## src/rtl/dp_copy_engine.sv

```systemverilog
// rtl/dp_copy_engine.sv - block-copy sequencer that borrows the datapath from the control unit; optional macro COPY_OVERLAP_EN
module dp_copy_engine #(
  parameter logic [3:0] SCRATCH_REG = 4'd15
) (
  input  logic       Clk,
  input  logic       Reset,
  input  logic       Start,
  input  logic [7:0] Src,
  input  logic [7:0] Dst,
  input  logic [7:0] Len,
  output logic       Hold_Req,
  input  logic       Hold_Ack,
  output logic       Busy,
  output logic       Done,
  input  logic       CU_D_Wr,
  input  logic       CU_RF_s,
  input  logic       CU_RF_W_en,
  input  logic [7:0] CU_D_Addr,
  input  logic [3:0] CU_RF_W_Addr,
  input  logic [3:0] CU_RF_Ra_Addr,
  input  logic [3:0] CU_RF_Rb_Addr,
  input  logic [2:0] CU_Alu_s0,
  output logic       DP_D_Wr,
  output logic       DP_RF_s,
  output logic       DP_RF_W_en,
  output logic [7:0] DP_D_Addr,
  output logic [3:0] DP_RF_W_Addr,
  output logic [3:0] DP_RF_Ra_Addr,
  output logic [3:0] DP_RF_Rb_Addr,
  output logic [2:0] DP_Alu_s0
);

  typedef enum logic [2:0] {
    S_IDLE = 3'd0,
    S_WAIT = 3'd1,
    S_LD_A = 3'd2,
    S_LD_B = 3'd3,
    S_ST   = 3'd4,
    S_DONE = 3'd5
  } state_t;

  state_t     state_q, state_d;
  logic [7:0] rd_ptr_q, rd_ptr_d;
  logic [7:0] wr_ptr_q, wr_ptr_d;
  logic [7:0] cnt_q, cnt_d;
  logic [7:0] step;

`ifdef COPY_OVERLAP_EN
  // A forward move into an overlapping window must copy from the top down
  // so that source words are read before they are overwritten.
  logic desc_q, desc_d;
  logic overlap;
  assign overlap = (Len != 8'd0) && (Dst > Src) && ((Dst - Src) < Len);
  assign step    = desc_q ? 8'hFF : 8'h01;
`else
  assign step    = 8'h01;
`endif

  // State and operand registers
  always_ff @(posedge Clk) begin
    if (Reset) begin
      state_q  <= S_IDLE;
      rd_ptr_q <= 8'd0;
      wr_ptr_q <= 8'd0;
      cnt_q    <= 8'd0;
`ifdef COPY_OVERLAP_EN
      desc_q   <= 1'b0;
`endif
    end else begin
      state_q  <= state_d;
      rd_ptr_q <= rd_ptr_d;
      wr_ptr_q <= wr_ptr_d;
      cnt_q    <= cnt_d;
`ifdef COPY_OVERLAP_EN
      desc_q   <= desc_d;
`endif
    end
  end

  // Next-state logic and datapath bus multiplexing
  always_comb begin
    state_d       = state_q;
    rd_ptr_d      = rd_ptr_q;
    wr_ptr_d      = wr_ptr_q;
    cnt_d         = cnt_q;
`ifdef COPY_OVERLAP_EN
    desc_d        = desc_q;
`endif
    Busy          = (state_q != S_IDLE);
    Hold_Req      = 1'b0;
    Done          = 1'b0;
    DP_D_Wr       = CU_D_Wr;
    DP_RF_s       = CU_RF_s;
    DP_RF_W_en    = CU_RF_W_en;
    DP_D_Addr     = CU_D_Addr;
    DP_RF_W_Addr  = CU_RF_W_Addr;
    DP_RF_Ra_Addr = CU_RF_Ra_Addr;
    DP_RF_Rb_Addr = CU_RF_Rb_Addr;
    DP_Alu_s0     = CU_Alu_s0;

    // While the engine owns the datapath, every unlisted control field is 0.
    if (state_q == S_LD_A || state_q == S_LD_B || state_q == S_ST) begin
      Hold_Req      = 1'b1;
      DP_D_Wr       = 1'b0;
      DP_RF_s       = 1'b0;
      DP_RF_W_en    = 1'b0;
      DP_D_Addr     = 8'd0;
      DP_RF_W_Addr  = 4'd0;
      DP_RF_Ra_Addr = 4'd0;
      DP_RF_Rb_Addr = 4'd0;
      DP_Alu_s0     = 3'd0;
    end

    case (state_q)
      S_IDLE: begin
        if (Start) begin
          rd_ptr_d = Src;
          wr_ptr_d = Dst;
          cnt_d    = Len;
`ifdef COPY_OVERLAP_EN
          desc_d   = overlap;
          if (overlap) begin
            rd_ptr_d = Src + Len - 8'd1;
            wr_ptr_d = Dst + Len - 8'd1;
          end
`endif
          state_d  = (Len == 8'd0) ? S_DONE : S_WAIT;
        end
      end
      S_WAIT: begin
        Hold_Req = 1'b1;
        if (Hold_Ack) state_d = S_LD_A;
      end
      S_LD_A: begin
        DP_D_Addr = rd_ptr_q;
        DP_RF_s   = 1'b1;
        state_d   = S_LD_B;
      end
      S_LD_B: begin
        DP_D_Addr    = rd_ptr_q;
        DP_RF_s      = 1'b1;
        DP_RF_W_en   = 1'b1;
        DP_RF_W_Addr = SCRATCH_REG;
        state_d      = S_ST;
      end
      S_ST: begin
        DP_D_Addr     = wr_ptr_q;
        DP_D_Wr       = 1'b1;
        DP_RF_Ra_Addr = SCRATCH_REG;
        cnt_d         = cnt_q - 8'd1;
        rd_ptr_d      = rd_ptr_q + step;
        wr_ptr_d      = wr_ptr_q + step;
        state_d       = (cnt_q == 8'd1) ? S_DONE : S_LD_A;
      end
      S_DONE: begin
        Done    = 1'b1;
        state_d = S_IDLE;
      end
      default: state_d = S_IDLE;
    endcase
  end

endmodule

```

## config.mk

```make
export PLATFORM = sky130hd
export DESIGN_NAME = dp_copy_engine
export DESIGN_NICKNAME = d
export VERILOG_FILES = /design/src/rtl/dp_copy_engine.sv
export SDC_FILE = /design/constraint.sdc
export NUM_CORES = 1
export LEC_CHECK = 0
export ABC_AREA = 0
export ABC_CLOCK_PERIOD_IN_PS = 3400
export CORE_MARGIN = 2
export CORE_UTILIZATION = 46
export CTS_CLUSTER_DIAMETER = 40
export DETAILED_ROUTE_END_ITERATION = 16
export PLACE_DENSITY_LB_ADDON = 0.3
export SLEW_MARGIN = 10
export SYNTH_ARGS = -nofsm -noshare
export SYNTH_HDL_FRONTEND = slang
export SYNTH_SLANG_ARGS = --single-unit
```

## constraint.sdc

```tcl
create_clock -name Clk -period 3.4 [get_ports Clk]
set_input_delay 0.34 -clock Clk [delete_from_list [all_inputs] [get_ports Clk]]
set_output_delay 0.34 -clock Clk [all_outputs]
set_load 0.005 [all_outputs]
```

==> results of run 1 <==
==> Yosys cell counts, drive strengths merged (2+ instances only) <==
cell type	number	share of area
a2111oi	4	0.023
a211oi	7	0.027
a21boi	3	0.012
a21oi	13	0.034
a22oi	8	0.031
a311oi	3	0.014
a31oi	2	0.0065
and2	9	0.029
and3	2	0.0065
and4	2	0.0091
buf	6	0.017
clkbuf	12	0.023
dfxtp	27	0.28
ha	4	0.026
inv	7	0.014
nand2	36	0.070
nand2b	3	0.0097
nand3	7	0.018
nand4	5	0.016
nor2	34	0.070
nor2b	4	0.013
nor3	16	0.047
nor4	5	0.016
nor4b	2	0.0091
o21ai	12	0.033
o22ai	9	0.029
or2	2	0.0065
or3b	2	0.0091
xnor2	5	0.023
==> per-layer routing <==
metal | up-vias | routed length, µm
met5 | - | 0
met4 | 0 | 65
met3 | 6 | 453
met2 | 95 | 2830
met1 | 1035 | 2660
li1 | 1129 | -
==> power breakdown <==
| part | total, mW | switching (mW) | internal, mW |
|---|---|---|---|
| Sequential | 0.394 | 0.0467 | 0.347 |
| Combinational | 0.349 | 0.149 | 0.200 |
| Clock | 0.199 | 0.112 | 0.0861 |
| Total | 0.942 | 0.308 | 0.634 |
==> final timing paths <==
kind / to / slack [ns] / cells past startpoint
setup reg to reg: rd_ptr_q[3] / 1.09 / 4
hold reg to reg: cnt_q[5] / 0.51 / 2
hold / removal: cnt_q[5] / 0.51 / 2
setup / recovery: DP_D_Addr[2] / 0.57 / 5
==> kinds of logic after synthesis <==
logic type,synth area share
simple gates,0.351
mux,0.00520
fa+ha+maj,0.0260
flops,0.281
xor+xnor,0.0227
buf+inv,0.0539
compound gates,0.261
==> through the flow <==
step	hold WS [ns]	setup slack, ns	std cells	power, mW
final	0.511	0.567	391	0.942
after floorplan	0.460	1.79	267	0.564
after detailed placement	0.491	0.918	387	0.745
after global placement	0.479	0.982	387	0.736
after CTS	0.506	0.592	391	0.942
after global routing	0.530	0.395	391	0.997
==> worst max-delay path, stage by stage (launching register included) <==
cell             delay, ns
dfxtp_1               0.89
nor3b_2               0.32
buf_4                 0.30
a22oi_1               0.14
nand2_1               0.08
clkdlybuf4s50_1       0.49
==> cell type report <==
| class | count | area [µm²] |
|---|---|---|
| Clock buffer | 3 | 41.3 |
| Timing Repair Buffer | 88 | 866 |
| Sequential cell | 27 | 541 |
| Clock inverter | 1 | 8.76 |
| Inverter | 7 | 26.3 |
| Multi-Input combinational cell | 215 | 1280 |
| Fill cell | 354 | 1200 |
| Tap cell | 50 | 62.6 |
==> flip-flops by register name, summed over array words and instances, names as in the netlist <==
| register | count |
|---|---|
| cnt_q | 8 |
| rd_ptr_q | 8 |
| wr_ptr_q | 8 |
| state_q | 3 |
==> layout by cell type (no fill, tap or decap), types with 3 or more instances in the layout <==
master and instances:
nand3_1 7, a22oi_1 8, and2_1 9, nand2_1 36, dfxtp_1 27, inv_1 7
nor4_1 5, clkdlybuf4s50_1 82, o22ai_1 9, nand2b_1 3, buf_4 6, nor2_1 33
a21oi_1 13, a311oi_1 3, a211oi_1 7, nor2b_1 4, nor3_1 15, clkbuf_8 3
ha_1 4, o21ai_0 11, xnor2_1 5, nand4_1 5, a21boi_0 3
==> flow_summary_export.csv, run 1 <==
group,metric,value,unit
layout,fin_area,0.00283,mm²
cts,htree_levels,1,
floorplanning,die-area,0.00472,mm²
detailed_routing,antenna_left,0,
cts,root_buffer,"clkbuf_8",
cts,hold_buffers,0,
global_routing,grt_use_total,0.259,
power,p_leak,1.04,nW
global_routing,antenna_found_initial,0,
synth,synth-main-ff-cell,"dfxtp_1",
floorplanning,rows,23,
global_routing,grt_pass1_vias,1996,
timing,max_freq,0.353,GHz
global_routing,use_met2,0.423,
synth,syn_area,0.00193,mm²
layout,drive_above_1_share,0.0528,
global_routing,grt_max_degree,29,
timing,fin_setup_tns,0,ns
global_routing,met1_usage,0.358,
flow_run,maxCapViolCount,0,
cts,cts.sinks,27,
synth,syn_avg_cell_area,7.21,µm²
detailed_routing,first_iter_violations,179,
worst_setup_path,worst_setup_path_end_kind,"primary output",
placement,portBuffers,82,
detailed_routing,wl,6.01,mm
global_routing,overflow,0,
layout,nets,400,
timing,setup_viol,0,
worst_hold_path,hp-start,"cnt_q[5]",
floorplanning,ioPinCount,83,
cts,cts_resized,0,
floorplanning,die_h,68.7,µm
synth,syn_nets,325,
synth,ys_ff_latch,27,
detailed_routing,num_vias,2265,
timing,fin_crit,2.83,ns
timing,finalCritPeriodShare,0.833,
run_status,status,"finished clean",
synth,synth_cell_types,53,
synth,synth_cells,267,
cts,path_clk_slew,0.11,ns
worst_hold_path,min_path_type,"reg2reg",
timing,slew_headroom,0.327,
timing,rsz0062_at_grt,"no",
timing,finalClockSkew,0.00723,ns
cts,cts_tree,"yes",
detailed_routing,post-route-drc-count,0,
cts,clockBufferDepth,2,
synth,synth_edf_count,0,
worst_setup_path,reg2reg_from,"state_q[2]",
layout,fin_util,0.702,
worst_setup_path,critPathLaunchType,"flop",
timing,maxSlewViolCount,0,
cts,cts_setup_buffers,0,
worst_setup_path,crit_type,"reg2out",
layout,diodes,0,
floorplanning,core,0.00403,mm²
timing,worst_pin_slew,1.01,ns
layout,area_growth,46.8,%
detailed_routing,drt_pass1_iterations,4,
placement,dp_hpwl,4.47,mm
worst_setup_path,setup.worst_path.start,"state_q[2]",
worst_setup_path,critPathArrivalTime,2.49,ns
timing,finalHoldViolations,0,
synth,ys_async_sr_fraction,0,
placement,place.gp.congestion,0.858,
synth,yosysWarnings,0,
placement,post_dp_cell_area,0.00278,mm²
floorplanning,initial_utilization,0.478,
worst_setup_path,crit_required,3.06,ns
synth,ys_seq_area_frac,0.281,
cts,cts_buffers,3,
detailed_routing,via_per_inst,5.79,
floorplanning,dieWidth,68.7,µm
power,powerDensity,333,mW/mm²
cts,worstSkewPairLatency,0.28,ns
global_routing,grt-busiest-layer,"met2",
worst_setup_path,cp_max_fo,25,
global_routing,grt_pass1_wl,9.40,mm
power,ir_drop,202,µV
global_routing,grt_util_met3,0.0406,
detailed_routing,routedWlPerCell,15.4,µm
Note: power is estimated with default switching activity, not from simulation.
==> inputs of run 2 (changes only) <==
--- a/config.mk
+++ b/config.mk
@@ -6,9 +6,9 @@
 export NUM_CORES = 1
 export LEC_CHECK = 0
 export ABC_AREA = 0
-export ABC_CLOCK_PERIOD_IN_PS = 3400
+export ABC_CLOCK_PERIOD_IN_PS = 2350
 export CORE_MARGIN = 2
-export CORE_UTILIZATION = 46
+export CORE_UTILIZATION = 39
 export CTS_CLUSTER_DIAMETER = 40
 export DETAILED_ROUTE_END_ITERATION = 16
 export PLACE_DENSITY_LB_ADDON = 0.3
==> constraint.sdc (replaced) <==
create_clock -name Clk -period 2.35 [get_ports Clk]
set_input_delay 0.235 -clock Clk [delete_from_list [all_inputs] [get_ports Clk]]
set_output_delay 0.235 -clock Clk [all_outputs]
set_load 0.005 [all_outputs]
==> run 2 against run 1 <==
Net effect:
- die area increased by 17%
- routed wire length about the same
- total power increased by 43%
- hold slack got worse by 0.0038 ns
- largest power group unchanged
- final area increased by 2.0%
- clock power increased by 37%
- via count decreased by 0.13%
- combinational power increased by 48%
- sequential power increased by 42%
- flip-flop and latch count unchanged
==> flow_summary_export.csv, run 2 (same netlist as run 1, synthesis figures left out) <==
group,metric,value,unit
run_status,status,"finished clean",
timing,maxSlewViolCount,0,
power,pwr-share-clk,0.201,
global_routing,grt_pass1_vias,2144,
cts,cts_buffers,3,
cts,clockBufferDepth,2,
layout,mostFrequentLayoutCell,"clkdlybuf4s50_1",
power,combPwrFrac,0.383,
layout,final_cells,413,
timing,worst_pin_slew,0.528,ns
placement,dp_hpwl,4.40,mm
worst_setup_path,critPathLaunchType,"flop",
placement,dp_worst_setup_slack,0.358,ns
power,switching_share,0.319,
detailed_routing,first_iter_violations,149,
timing,fin_setup_tns,0,ns
worst_setup_path,reg2reg_from,"state_q[2]",
floorplanning,ioPinCount,83,
layout,reg_top3,"cnt_q: 8 flops, rd_ptr_q: 8 flops, wr_ptr_q: 8 flops",
floorplanning,die_h,74.3,µm
worst_hold_path,hp-start,"cnt_q[5]",
power,powerDensity,468,mW/mm²
power,ir_drop,224,µV
detailed_routing,num_vias,2262,
worst_hold_path,min_path_type,"reg2reg",
cts,htree_levels,1,
detailed_routing,antenna_left,0,
cts,cts_tree,"yes",
layout,most-common-layout-cells,"clkdlybuf4s50_1 (82), nand2_1 (35), nor2_1 (33), dfxtp_1 (27), nor3_1 (15)",
power,switchingPower,430,µW
placement,place.gp.congestion,0.849,
timing,finalHoldViolations,0,
global_routing,grt_use_total,0.224,
worst_setup_path,worst_setup_path_end_kind,"primary output",
cts,worstSkewPairLatency,0.27,ns
placement,dp.cells,409,
floorplanning,rows,25,
worst_setup_path,setup.worst_path.start,"state_q[0]",
layout,nets,405,
detailed_routing,wl,6.01,mm
cts,root_buffer,"clkbuf_8",
power,p_int,919,µW
power,power,1.35,mW
layout,diodes,0,
timing,setup_ws,0.150,ns
detailed_routing,via_per_inst,5.48,
worst_setup_path,cp_max_fo,11,
timing,finalCritPeriodShare,0.936,
timing,finalClockSkew,0.00560,ns
timing,slew_headroom,0.643,
placement,post_dp_cell_area,0.00284,mm²
power,p_leak,1.06,nW
power,seqPwrFrac,0.416,
cts,cts_setup_buffers,0,
global_routing,grt_max_degree,31,
global_routing,antenna_found_initial,0,
global_routing,grt_pass1_wl,9.87,mm
timing,hold_slack,0.508,ns
cts,hold_buffers,0,
timing,setup_viol,0,
cts,cts.sinks,27,
floorplanning,initial_utilization,0.405,
timing,fin_crit,2.20,ns
detailed_routing,routedWlPerCell,14.6,µm
global_routing,overflow,0,
flow_run,maxCapViolCount,0,
floorplanning,die-area,0.00552,mm²
worst_setup_path,crit_required,2.12,ns
layout,fin_area,0.00288,mm²
layout,drive_above_1_share,0.0665,
placement,portBuffers,82,
layout,fin_util,0.606,
worst_setup_path,crit_type,"reg2out",
detailed_routing,post-route-drc-count,0,
layout,area_growth,49.7,%
floorplanning,core,0.00475,mm²
detailed_routing,drt_pass1_iterations,4,
floorplanning,dieWidth,74.3,µm
cts,path_clk_slew,0.09,ns
timing,rsz0062_at_grt,"no",
worst_setup_path,critPathArrivalTime,1.97,ns
timing,max_freq,0.454,GHz
-- run 2: worst paths after layout --
| kind | endpoint | slack [ns] | cells after the start |
|---|---|---|---|
| worst max register to register | state_q[2] | 0.51 | 5 |
| worst min-delay path | cnt_q[5] | 0.51 | 2 |
| worst max-delay path | DP_RF_W_Addr[1] | 0.15 | 4 |
| worst min register to register | cnt_q[5] | 0.51 | 2 |
-- run 2: area by class of cell --
cell class,instances,area [µm²]
fillers,446,1870
multi-input cells,215,1280
repair buffers,93,903
flip-flops and latches,27,541
well taps,67,83.8
clock buffers,4,45.0
inverters,7,26.3
-- run 2: timing repair --
item | CTS | global route
endpoints found under the hold margin | 0 | 0
gates resized for setup | 0 | 1
setup endpoints to repair | 0 | 7
-- run 2: worst max-delay path: stages (launching register included) --
cell and delay, ns:
dfxtp_1 0.44, or2_1 0.48, a21oi_1 0.14, nor2_1 0.12, clkdlybuf4s50_1 0.51
-- run 2: power groups by stage --
| stage | logic (mW) | registers [mW] | clock network [mW] |
|---|---|---|---|
| 6_report | 0.517 | 0.561 | 0.272 |
| 5_1_grt | 0.570 | 0.568 | 0.292 |
| 4_1_cts | 0.517 | 0.558 | 0.272 |
| 3_5_place_dp | 0.513 | 0.569 | 0 |
| 3_3_place_gp | 0.509 | 0.567 | 0 |
| 2_1_floorplan | 0.263 | 0.553 | 0 |
-- run 2: layer usage --
| metal | up-vias | global-route usage | part of all wire |
|---|---|---|---|
| met2 | 104 | 0.364 | 0.45 |
| li1 | 1135 | - | - |
| met3 | 4 | 0.0271 | 0.078 |
| met4 | 0 | 0.0595 | 0.0090 |
| met5 | - | 0 | 0 |
| met1 | 1019 | 0.315 | 0.46 |
